`src/rtl/apb_pkg.sv`:
```
// apb_pkg: shared APB state, command/response types and default widths
package apb_pkg;
  localparam int APB_ADDR_W  = 32;
  localparam int APB_DATA_W  = 32;
  localparam int APB_TIMEOUT = 16;
  typedef enum logic [1:0] {IDLE, SETUP, ACCESS} apb_state_e;
  typedef struct packed {
    logic                  write;
    logic [APB_ADDR_W-1:0] addr;
    logic [APB_DATA_W-1:0] wdata;
  } apb_cmd_t;
  typedef struct packed {
    logic [APB_DATA_W-1:0] rdata;
    logic                  err;
  } apb_rsp_t;
endpackage

```
`src/rtl/apb_timeout_cnt.sv`:
```
// apb_timeout_cnt: ACCESS wait counter that flags when LIMIT stalled cycles have elapsed
module apb_timeout_cnt #(
  parameter int LIMIT = 16
) (
  input  logic clk,
  input  logic rst,
  input  logic clr,
  input  logic inc,
  output logic expired
);
  localparam int W = $clog2(LIMIT + 1);
  logic [W-1:0] cnt;
  assign expired = cnt == W'(LIMIT);
  // count stalled cycles, saturating at the limit
  always_ff @(posedge clk)
    if (rst || clr) cnt <= '0;
    else if (inc && !expired) cnt <= cnt + 1'b1;
endmodule

```
`src/rtl/apb_master.sv`:
```
// apb_master: valid/ready command stream to APB3 transfers; APB_MASTER_TIMEOUT_EN adds an ACCESS stall abort
module apb_master
  import apb_pkg::*;
#(
  parameter int ADDR_WIDTH     = APB_ADDR_W,
  parameter int DATA_WIDTH     = APB_DATA_W,
  parameter int TIMEOUT_CYCLES = APB_TIMEOUT
) (
  input  logic                  PCLK,
  input  logic                  PRESET,
  input  logic                  cmd_valid,
  output logic                  cmd_ready,
  input  logic                  cmd_write,
  input  logic [ADDR_WIDTH-1:0] cmd_addr,
  input  logic [DATA_WIDTH-1:0] cmd_wdata,
  output logic                  rsp_valid,
  output logic [DATA_WIDTH-1:0] rsp_rdata,
  output logic                  rsp_err,
  output logic                  PSEL,
  output logic                  PENABLE,
  output logic                  PWRITE,
  output logic [ADDR_WIDTH-1:0] PADDR,
  output logic [DATA_WIDTH-1:0] PWDATA,
  input  logic [DATA_WIDTH-1:0] PRDATA,
  input  logic                  PREADY,
  input  logic                  PSLVERR
);
  apb_state_e state, state_next;
  logic timeout, done;
`ifdef APB_MASTER_TIMEOUT_EN
  logic expired;
  apb_timeout_cnt #(.LIMIT(TIMEOUT_CYCLES)) u_timeout (
    .clk    (PCLK),
    .rst    (PRESET),
    .clr    (state == SETUP),
    .inc    (state == ACCESS && !PREADY),
    .expired(expired)
  );
  assign timeout = state == ACCESS && !PREADY && expired;
`else
  assign timeout = 1'b0;
`endif
  assign cmd_ready = state == IDLE;
  assign done      = state == ACCESS && (PREADY || timeout);
  // next-state: IDLE -> SETUP on a command, SETUP -> ACCESS always, ACCESS -> IDLE on completion
  always_comb begin
    state_next = state;
    state_next = state == IDLE   ? (cmd_valid ? SETUP : IDLE) :
                 state == SETUP  ? ACCESS :
                 done            ? IDLE : ACCESS;
  end
  // state, APB pins and response pulse are all registered
  always_ff @(posedge PCLK)
    if (PRESET) begin
      state     <= IDLE;
      PSEL      <= 1'b0;
      PENABLE   <= 1'b0;
      PWRITE    <= 1'b0;
      PADDR     <= '0;
      PWDATA    <= '0;
      rsp_valid <= 1'b0;
      rsp_rdata <= '0;
      rsp_err   <= 1'b0;
    end else begin
      state     <= state_next;
      PSEL      <= state_next != IDLE;
      PENABLE   <= state_next == ACCESS;
      if (state == IDLE && cmd_valid) begin
        PWRITE <= cmd_write;
        PADDR  <= cmd_addr;
        PWDATA <= cmd_write ? cmd_wdata : '0;
      end
      rsp_valid <= done;
      rsp_rdata <= (state == ACCESS && PREADY && !PWRITE) ? PRDATA : '0;
      rsp_err   <= state == ACCESS && (PREADY ? PSLVERR : timeout);
    end
endmodule

```
`config.mk`:
```
export PLATFORM = sky130hd
export DESIGN_NAME = apb_master
export DESIGN_NICKNAME = d
export VERILOG_FILES = /design/src/rtl/apb_pkg.sv /design/src/rtl/apb_timeout_cnt.sv /design/src/rtl/apb_master.sv
export SDC_FILE = /design/constraint.sdc
export NUM_CORES = 1
export LEC_CHECK = 0
export ABC_AREA = 1
export CORE_MARGIN = 8
export CORE_UTILIZATION = 36
export DETAILED_ROUTE_END_ITERATION = 10
export MAX_ROUTING_LAYER = met4
export PLACE_DENSITY = 0.81
export SLEW_MARGIN = 30
export SYNTH_ARGS = -nofsm -noshare
export SYNTH_HDL_FRONTEND = slang
export SYNTH_HIERARCHICAL = 1
export SYNTH_SLANG_ARGS = --single-unit
export TNS_END_PERCENT = 30
```
`constraint.sdc`:
```
create_clock -name PCLK -period 1.1 [get_ports PCLK]
set_clock_uncertainty 0.1 [all_clocks]
set_input_delay 0.22 -clock PCLK [delete_from_list [all_inputs] [get_ports PCLK]]
set_output_delay 0.22 -clock PCLK [all_outputs]
set_load 0.005 [all_outputs]
```
==> results_dict.tcl <==
set metrics [dict create \
    worst_hold_slack_ps 259.0 \
    die_w_um 120.5 \
    critPathArrivalTime_ps 990 \
    finalHoldViolations 0 \
    wirelength_mm 13.28 \
    cts_hold_buf 0 \
    slew_violations 0 \
    antenna_cells 0 \
    final_nets 823 \
    layout_commonest_cell "clkdlybuf4s50_1" \
    violations "setup timing" \
    path_max_fanout 2 \
    drive_gt1_frac 0.3526 \
    h-tree-depth 3 \
    syn_area_sq_um 3934 \
    die_h_um 120.5 \
    hpwl_mm 9.664 \
    start_kind "flip-flop" \
    syn-instance-count 507 \
    ir_drop_mv 0.6475 \
    crit_type "reg -> out" \
    insertion_delay_ps 360 \
    layout_setup_ws_ps -208.1 \
    clockBufferDepth 2 \
    yosysUniqueCellTypes 19 \
    io_buffers 203 \
    nFillCells 908 \
    rows 38 \
    worstPathCellList "nor2_4, buf_2" \
    worst_pin_slew_ps 356.2 \
    ant_nets 0 \
    ys_warn_count 6 \
    reg2reg_slack_ps -200 \
    register_area_sq_um 2160 \
    setup_violations 201 \
    crit_buf_inv 1 \
    wire_per_inst_um 15.33 \
    cts_root_buf "clkbuf_8" \
    cts_buffers 9 \
    slew-limit-headroom 0.7626 \
    grt_antenna_before_repair 0 \
    drv_cap 0 \
    required_ps 780 \
    hp-class "in -> reg" \
    clock.fmax_mhz 764.5 \
    area_growth_pct 68.26 \
    dp_cells 843 \
    vias_per_cell 4.568 \
    leakage_nw 3.185 \
    stdcell_count 866 \
    power.total_mw 8.136 \
    grt_max_degree 41 \
    grt_pass1_wl_mm 19.83 \
    clkTransAtPathRegs_ps 100 \
    ys_ff_latch 103 \
    via_count 3956 \
    syn_avg_cell_area_sq_um 7.759 \
    drtPass1Iterations 4 \
    drtIter0Drc 214 \
    min_period_over_period 1.189 \
    rsz0062_at_grt "true" \
    utilization 0.6160 \
    io_pins 204 \
    drcViolationCount 0 \
    critical-path-max-stage-delay_ps 350 \
    clock_sinks 103 \
    power.density_nw_per_um2 1229 \
    layout_min_cycle_time_ps 1308 \
    cpMaxStageDelayCell "dfxtp_2" \
    initial_core_util 0.3661 \
    syn_nets 609 \
    grt_use_total 0.1756 \
    place.gp.congestion 0.7776 \
    cpLargestDelayFamily "flip-flops" \
    core_sq_um 10750 \
    first_global_vias 3956 \
    die-area_sq_um 14530 \
    most-common-layout-cells "clkdlybuf4s50_1 (100), nand2_1 (97), nor2_1 (87), dfxtp_2 (78), buf_6 (72)" \
    multi_input_area_sq_um 1444 \
    endpoint_kind "output pin" \
    cts_tree "done" \
    grt_overflow 0 \
    ys_seq_area_frac 0.5242 \
    outcome "finished with violations" \
]
==> state kept, by name, summed over array words and instances, names as in the netlist <==
signal / count
PADDR: 32
rsp_valid: 1
rsp_err: 1
PWRITE: 1
PSEL: 1
PWDATA: 32
PENABLE: 1
rsp_rdata: 32
state: 2
==> cell type report <==
class	count	share of cell area
multi-input cells	302	0.2181
inverters	68	0.04045
clock buffers	9	0.01871
repair buffers	237	0.3577
well taps	140	0.02647
flip-flops and latches	103	0.3263
clock inverters	7	0.01229
==> kinds of logic (layout without fill, tap and decap cells) <==
logic type	after synthesis	in the layout	share of synthesized area
AOI/OAI and AO/OA	35	35	0.04453
buffers and inverters	102	321	0.1209
and+or+nand+nor	267	267	0.3104
DFF	103	103	0.5242
==> synth_stat cells (all sizes together) <==
master    n  share of area
a21oi    35          0.045
and2      1         0.0016
buf      27          0.049
clkbuf    7         0.0067
dfxtp   103           0.52
inv      68          0.065
nand2   100          0.098
nand3    33          0.042
nand3b   32          0.061
nor2    100           0.10
nor3      1         0.0041
==> repair_timing <==
action	in CTS	in global routing
gates resized for setup	491	77
buffers inserted	4	0
setup endpoints to repair	202	204
gates cloned	0	3
pin swaps	16	9
hold endpoints to repair	0	0
==> report_power, final <==
group,internal [mW],switching [mW]
Sequential,3.94,0.122
Combinational,0.957,0.655
Clock,1.08,1.38
Total,5.97,2.16
==> per-layer routing <==
layer / global-route usage / share of wire / up-vias
li1: - / - / 1954
met1: 0.1827 / 0.37 / 1838
met2: 0.3095 / 0.55 / 142
met3: 0.04289 / 0.064 / 22
met4: 0.07728 / 0.022 / 0
met5: - / 0 / -
==> final timing paths <==
path | start | cells past startpoint | end
setup / recovery | state[0] | 2 | cmd_ready
hold / removal | PRDATA[12] | 3 | rsp_rdata[12]
setup reg to reg | state[0] | 5 | PWDATA[19]
hold reg to reg | PWDATA[12] | 2 | PWDATA[12]
==> stage by stage <==
step	area [sq um]	setup TNS, ps	setup WS [ps]
floorplan	3936	-659.0	-29.19
global placement	6232	-33780	-336.0
detailed placement	6232	-36380	-378.2
CTS	6334	-20080	-245.6
global route	6619	-26730	-282.2
finish	6619	-15560	-208.1
==> worst reg2reg max path: cells and delay by family (launching register included) <==
family / cells / cell delay [ps]
AOI/OAI and AO/OA: 1 / 150
DFF: 1 / 350
buffers and inverters: 2 / 350
and+or+nand+nor: 2 / 300
Power figures use the tool's default switching activity.
